**config.mk**
```make
export PLATFORM = sky130hd
export DESIGN_NAME = cache_arbiter_flat
export DESIGN_NICKNAME = d
export VERILOG_FILES = /design/src/rtl/cache_arbiter_pkg.sv /design/src/rtl/cache_arbiter_if.sv /design/src/rtl/cache_arbiter.sv /design/src/flat_wrapper.sv
export SDC_FILE = /design/constraint.sdc
export NUM_CORES = 1
export LEC_CHECK = 0
export CAP_MARGIN = 20
export CORE_AREA = 3 3 547 549
export CTS_CLUSTER_SIZE = 10
export DETAILED_ROUTE_END_ITERATION = 16
export DIE_AREA = 0 0 550 552
export PLACE_DENSITY = 0.3
export SETUP_SLACK_MARGIN = 0.4
export SLEW_MARGIN = 20
export SYNTH_ARGS = -nofsm -noshare
export SYNTH_HDL_FRONTEND = slang
export SYNTH_SLANG_ARGS = --single-unit
```
**constraint.sdc**
```tcl
create_clock -name clk -period 1.5 [get_ports clk]
set_input_delay 0.3 -clock clk [delete_from_list [all_inputs] [get_ports clk]]
set_output_delay 0.3 -clock clk [all_outputs]
set_load 0.02 [all_outputs]
```
**src/rtl/cache_arbiter_pkg.sv**
```systemverilog
// Shared types and widths for the cache/memory arbiter: FSM states, request
// source encoding and the address/line widths used on every port.
package cache_types_pkg;

  localparam int ADDR_W = 32;
  localparam int LINE_W = 256;

  typedef enum logic [1:0] {
    IDLE,
    SERVE_I,
    SERVE_D,
    DONE
  } arb_state_t;

  typedef enum logic {
    SRC_I,
    SRC_D
  } arb_src_t;

endpackage

```
**src/rtl/cache_arbiter_if.sv**
```systemverilog
// Bundle of both caches' pmem-side signals plus the physical memory port.
// The arbiter connects through 'master', the caches/memory model through 'slave'.
interface cache_arbiter_if #(
  parameter int ADDR_W = cache_types_pkg::ADDR_W,
  parameter int LINE_W = cache_types_pkg::LINE_W
);

  logic [ADDR_W-1:0] i_address;
  logic              i_read;
  logic [LINE_W-1:0] i_rdata;
  logic              i_resp;

  logic [ADDR_W-1:0] d_address;
  logic              d_read;
  logic              d_write;
  logic [LINE_W-1:0] d_wdata;
  logic [LINE_W-1:0] d_rdata;
  logic              d_resp;

  logic [ADDR_W-1:0] pmem_address;
  logic              pmem_read;
  logic              pmem_write;
  logic [LINE_W-1:0] pmem_wdata;
  logic [LINE_W-1:0] pmem_rdata;
  logic              pmem_resp;

  modport master (
    input  i_address, i_read, d_address, d_read, d_write, d_wdata,
    input  pmem_rdata, pmem_resp,
    output i_rdata, i_resp, d_rdata, d_resp,
    output pmem_address, pmem_read, pmem_write, pmem_wdata
  );

  modport slave (
    output i_address, i_read, d_address, d_read, d_write, d_wdata,
    output pmem_rdata, pmem_resp,
    input  i_rdata, i_resp, d_rdata, d_resp,
    input  pmem_address, pmem_read, pmem_write, pmem_wdata
  );

endinterface

```
**src/rtl/cache_arbiter.sv**
```systemverilog
// Serialises icache/dcache line transactions onto one memory port, one at a time.
// Define CACHE_ARBITER_RR_EN for round-robin on collisions; default is fixed dcache priority.
module cache_arbiter #(
  parameter int ADDR_W = cache_types_pkg::ADDR_W,
  parameter int LINE_W = cache_types_pkg::LINE_W
) (
  input logic             clk,
  input logic             rst,
  cache_arbiter_if.master bus
);

  import cache_types_pkg::*;

  arb_state_t        state_q, state_d;
  logic [ADDR_W-1:0] addr_q, addr_d;
  logic [LINE_W-1:0] wdata_q, wdata_d;
  logic              write_q, write_d;

  logic     i_req;
  logic     d_req;
  arb_src_t winner;

`ifdef CACHE_ARBITER_RR_EN
  arb_src_t last_winner_q, last_winner_d;
`endif

  // On a collision the loser of the previous grant wins; lone requests always win.
  always_comb begin
    i_req = bus.i_read;
    d_req = bus.d_read | bus.d_write;
`ifdef CACHE_ARBITER_RR_EN
    if (i_req && d_req) begin
      winner = (last_winner_q == SRC_I) ? SRC_D : SRC_I;
    end else begin
      winner = d_req ? SRC_D : SRC_I;
    end
`else
    winner = d_req ? SRC_D : SRC_I;
`endif
  end

  // pmem outputs come only from state and captured registers, never from cache inputs.
  always_comb begin
    state_d = state_q;
    addr_d  = addr_q;
    wdata_d = wdata_q;
    write_d = write_q;
`ifdef CACHE_ARBITER_RR_EN
    last_winner_d = last_winner_q;
`endif
    bus.pmem_read    = 1'b0;
    bus.pmem_write   = 1'b0;
    bus.pmem_address = '0;
    bus.pmem_wdata   = '0;
    bus.i_resp       = 1'b0;
    bus.i_rdata      = '0;
    bus.d_resp       = 1'b0;
    bus.d_rdata      = '0;

    unique case (state_q)
      IDLE: begin
        if (i_req || d_req) begin
`ifdef CACHE_ARBITER_RR_EN
          last_winner_d = winner;
`endif
          if (winner == SRC_D) begin
            state_d = SERVE_D;
            addr_d  = bus.d_address;
            write_d = bus.d_write;
            wdata_d = bus.d_write ? bus.d_wdata : '0;
          end else begin
            state_d = SERVE_I;
            addr_d  = bus.i_address;
            write_d = 1'b0;
            wdata_d = '0;
          end
        end
      end
      SERVE_I: begin
        bus.pmem_read    = 1'b1;
        bus.pmem_address = addr_q;
        if (bus.pmem_resp) begin
          bus.i_resp  = 1'b1;
          bus.i_rdata = bus.pmem_rdata;
          state_d     = DONE;
        end
      end
      SERVE_D: begin
        bus.pmem_read    = ~write_q;
        bus.pmem_write   = write_q;
        bus.pmem_address = addr_q;
        bus.pmem_wdata   = wdata_q;
        if (bus.pmem_resp) begin
          bus.d_resp  = 1'b1;
          bus.d_rdata = bus.pmem_rdata;
          state_d     = DONE;
        end
      end
      DONE: begin
        state_d = IDLE;
      end
      default: begin
        state_d = IDLE;
      end
    endcase
  end

  always_ff @(posedge clk) begin
    if (!rst) begin
      state_q <= IDLE;
      addr_q  <= '0;
      wdata_q <= '0;
      write_q <= 1'b0;
`ifdef CACHE_ARBITER_RR_EN
      last_winner_q <= SRC_I;
`endif
    end else begin
      state_q <= state_d;
      addr_q  <= addr_d;
      wdata_q <= wdata_d;
      write_q <= write_d;
`ifdef CACHE_ARBITER_RR_EN
      last_winner_q <= last_winner_d;
`endif
    end
  end

endmodule

```
**src/flat_wrapper.sv**
```systemverilog
// flat-port wrapper written by rule: the top's interface ports become plain ports
module cache_arbiter_flat import cache_types_pkg::*;
#(
  parameter int ADDR_W = cache_types_pkg::ADDR_W,
  parameter int LINE_W = cache_types_pkg::LINE_W
)
  (clk, rst, bus_i_address, bus_i_read, bus_d_address, bus_d_read, bus_d_write, bus_d_wdata, bus_pmem_rdata, bus_pmem_resp, bus_i_rdata, bus_i_resp, bus_d_rdata, bus_d_resp, bus_pmem_address, bus_pmem_read, bus_pmem_write, bus_pmem_wdata);
  cache_arbiter_if #(.ADDR_W(ADDR_W), .LINE_W(LINE_W)) bus_i ();
  input logic clk;
  input logic rst;
  input wire logic [$bits(bus_i.i_address)-1:0] bus_i_address;
  input wire logic [$bits(bus_i.i_read)-1:0] bus_i_read;
  input wire logic [$bits(bus_i.d_address)-1:0] bus_d_address;
  input wire logic [$bits(bus_i.d_read)-1:0] bus_d_read;
  input wire logic [$bits(bus_i.d_write)-1:0] bus_d_write;
  input wire logic [$bits(bus_i.d_wdata)-1:0] bus_d_wdata;
  input wire logic [$bits(bus_i.pmem_rdata)-1:0] bus_pmem_rdata;
  input wire logic [$bits(bus_i.pmem_resp)-1:0] bus_pmem_resp;
  output wire logic [$bits(bus_i.i_rdata)-1:0] bus_i_rdata;
  output wire logic [$bits(bus_i.i_resp)-1:0] bus_i_resp;
  output wire logic [$bits(bus_i.d_rdata)-1:0] bus_d_rdata;
  output wire logic [$bits(bus_i.d_resp)-1:0] bus_d_resp;
  output wire logic [$bits(bus_i.pmem_address)-1:0] bus_pmem_address;
  output wire logic [$bits(bus_i.pmem_read)-1:0] bus_pmem_read;
  output wire logic [$bits(bus_i.pmem_write)-1:0] bus_pmem_write;
  output wire logic [$bits(bus_i.pmem_wdata)-1:0] bus_pmem_wdata;
  assign bus_i.i_address = bus_i_address;
  assign bus_i.i_read = bus_i_read;
  assign bus_i.d_address = bus_d_address;
  assign bus_i.d_read = bus_d_read;
  assign bus_i.d_write = bus_d_write;
  assign bus_i.d_wdata = bus_d_wdata;
  assign bus_i.pmem_rdata = bus_pmem_rdata;
  assign bus_i.pmem_resp = bus_pmem_resp;
  assign bus_i_rdata = bus_i.i_rdata;
  assign bus_i_resp = bus_i.i_resp;
  assign bus_d_rdata = bus_i.d_rdata;
  assign bus_d_resp = bus_i.d_resp;
  assign bus_pmem_address = bus_i.pmem_address;
  assign bus_pmem_read = bus_i.pmem_read;
  assign bus_pmem_write = bus_i.pmem_write;
  assign bus_pmem_wdata = bus_i.pmem_wdata;
  cache_arbiter #(.ADDR_W(ADDR_W), .LINE_W(LINE_W)) u_core (.clk(clk), .rst(rst), .bus(bus_i));
endmodule
```
==> results.toml <==
[setup_path]
critPathLaunchType = "flop"
cp.required_ps = 1200
path_cells = "buf_6 > ha_4 > buf_12 > buf_16 > buf_12 > buf_16 > and3_2 > buf_4"
worstPathMaxFanout = 10
crit_type = "reg2out"
r2r-start = "u_core.state_q[0]"
max_stage_delay_ps = 340
rr_worst_depth = 7
r2r_end = "u_core.wdata_q[168]"
reg2reg_slack_ps = -440
crit_arrival_ps = 2290
slowest_stage = "dfxtp_2"
end_kind = "primary output"

[drt]
ant_nets = 0
wl_per_cell_um = 30.69
drtIter0Drc = 1370
drtPass1Iterations = 5
vias = 24510
drt_wl_total_um = 238200
vias_per_cell = 3.157
drc = 0

[cts]
clk_latency_ps = 610
htree_levels = 2
cts_buffers = 42
clkTransAtPathRegs_ps = 60
clockBufferDepth = 3
root_buffer = "clkbuf_16"
cts_tree = "built"
hold_buffers = 0
clock_sinks = 291

[placed_design]
gp_congestion = 0.9536
dp_hpwl_um = 203700
portBuffers = 1385
dp.cells = 7578

[cells_and_area]
stdcell_count = 7763
layout_commonest_cell = "clkdlybuf4s50_1"
final_util_pct = 14.88
nets = 4372
area_delta_synth_final_pct = 160.0
final_cell_mix = "579 x clkdlybuf4s50_1, 385 x buf_12, 332 x buf_4, 289 x dfxtp_1, 257 x nand2_1"
layout-drive-gt1-share_pct = 37.38

[synth]
ys_seq_area_share_pct = 34.59
syn_nets = 2873
synth-edff-count = 0
yosysUniqueCellTypes = 24
synth-warning-count = 0
synth-compound-area-share_pct = 9.882
synth_cells = 2285
synthArstFlopShare_pct = 0
synth_ff_type = "dfxtp_1"
syn_avg_cell_area_um2 = 7.370
synth_mux_area_share_pct = 1.902
synth_area_um2 = 16840
synth_seq_cells = 291
synth_top_family_by_area = "simple AND/OR/NAND/NOR gates"
synth_fa_ha_area_share_pct = 0.4458
synth-xor-area-share_pct = 0
synth-simple-area-share_pct = 45.37

[die]
core_um2 = 294300
die_y_um = 552
die_width_um = 550
start_util_pct = 5.722
ios = 1386
dieArea_um2 = 303600
rows = 199

[global_route]
grt_max_degree = 72
grt_antenna_before_repair = 139
first_global_vias = 24760
grt_overflow = 0
grt.total_usage_pct = 14.87
grt_pass1_wl_um = 294200

[timing]
finalSetupViolations = 1095
rsz0062_at_grt = "yes"
clock_skew_ps = 31.91
hold_viol = 0
period_share_pct = 172.6
hold_ws_ps = 208.6
totalNegativeSetupSlack_ps = -853350
slew_violations = 0
relSlewSlack_pct = 72.09
fin_crit_ps = 2590
max_freq_mhz = 386.1
fin_ws_ps = -1090
worstMarginPinSlew_ps = 417.3

[worst_hold_path]
hp-start = "rst"
holdPathStages = 4
holdCritPathClass = "in2reg"
hold_end = "u_core.addr_q[3]"

[run_status]
status = "finished, violations left"
violations = "negative setup slack"

[power]
p_per_area_nw_per_um2 = 1304
p_leak_nw = 18.08
irDropWorstVdd_v = 0.0008087

[flow_run]
maxCapViolCount = 0
## area by class of cell
cell class	instances	area (um2)
diodes	29	72.57
inverters	4	20.02
fillers	33550	250500
multi-input cells	1689	10840
flip-flops and latches	291	5831
clock buffers	63	1241
repair buffers	1756	20730
well taps	3919	4903
clock inverters	12	150.1
## flip-flops by register name, summed over array words and instances, names as in the netlist
name	flops
u_core.write_q	1
u_core.wdata_q	256
u_core.state_q	2
u_core.addr_q	32
## synth_stat cells (4+ instances only)
| cell type | number | area share [%] |
|---|---|---|
| dfxtp_1 | 291 | 35 |
| and3_1 | 512 | 19 |
| mux2i_1 | 32 | 1.9 |
| nand4_1 | 256 | 9.5 |
| clkbuf_1 | 240 | 5.3 |
| buf_1 | 15 | 0.33 |
| and2_1 | 292 | 11 |
| ha_1 | 6 | 0.45 |
| o21ai_1 | 116 | 3.4 |
| buf_6 | 18 | 1.2 |
| inv_1 | 4 | 0.089 |
| buf_2 | 28 | 0.83 |
| nand2_1 | 257 | 5.7 |
| a21oi_1 | 33 | 0.98 |
| o21ai_0 | 175 | 5.2 |
## layer usage
metal  GRT usage (%)  wire length (um)  up-vias
met5               0                91        -
met4           4.212              8352       16
met3           6.172             24340      293
met2           24.76            110400     1332
met1           17.35             95040    11790
li1                -                 -    11080
## cells by family after synthesis
family                   count (synthesis)
AND/OR/NAND/NOR                       1323
AO/OA/AOI/OAI                          328
buffers and inverters                  305
flip-flops                             291
multiplexers                            32
adder cells (fa/ha/maj)                  6
## per-stage QoR
| step | power [mW] | instance area (um2) | setup slack, ps |
|---|---|---|---|
| 6_report | 57.09 | 43790 | -1090 |
| 5_1_grt | 60.17 | 43760 | -1186 |
| 4_1_cts | 57.62 | 43660 | -1218 |
| 3_5_place_dp | 41.78 | 40900 | -881.1 |
| 3_3_place_gp | 41.85 | 40900 | -910.9 |
| 2_1_floorplan | 23.12 | 17750 | -99.02 |
## where the power goes
group | internal (mW) | switching, mW
clock | 6.22 | 4.30
combinational | 16.5 | 19.4
sequential | 9.40 | 1.25
## worst max-delay path: cells and delay by family, from the launching register on
| family | cells | cell delay [ps] |
|---|---|---|
| adder cells (fa/ha/maj) | 1 | 190 |
| buffers and inverters | 6 | 870 |
| flip-flops | 1 | 340 |
| AND/OR/NAND/NOR | 1 | 240 |
## worst max-delay path by stage
stage                            startpoint             endpoint  slack, ps
after floorplan           u_core.state_q[1]     bus_i_rdata[100]       -100
after global placement    u_core.state_q[0]  bus_pmem_wdata[197]       -910
after detailed placement  u_core.state_q[0]  bus_pmem_wdata[197]       -880
after CTS                 u_core.state_q[1]     bus_d_rdata[243]      -1220
after global routing      u_core.state_q[1]     bus_i_rdata[203]      -1190
final                     u_core.state_q[1]      bus_d_rdata[64]      -1090
## repair_timing
| item | CTS | global route |
|---|---|---|
| pin swaps | 31 | 7 |
| setup endpoints to repair | 1095 | 1095 |
| resized for setup | 1171 | 362 |
| buffers inserted | 44 | 8 |
| endpoints found under the hold margin | 0 | 0 |
| gates cloned | 23 | 6 |
Note: power is estimated with default switching activity, not from simulation.
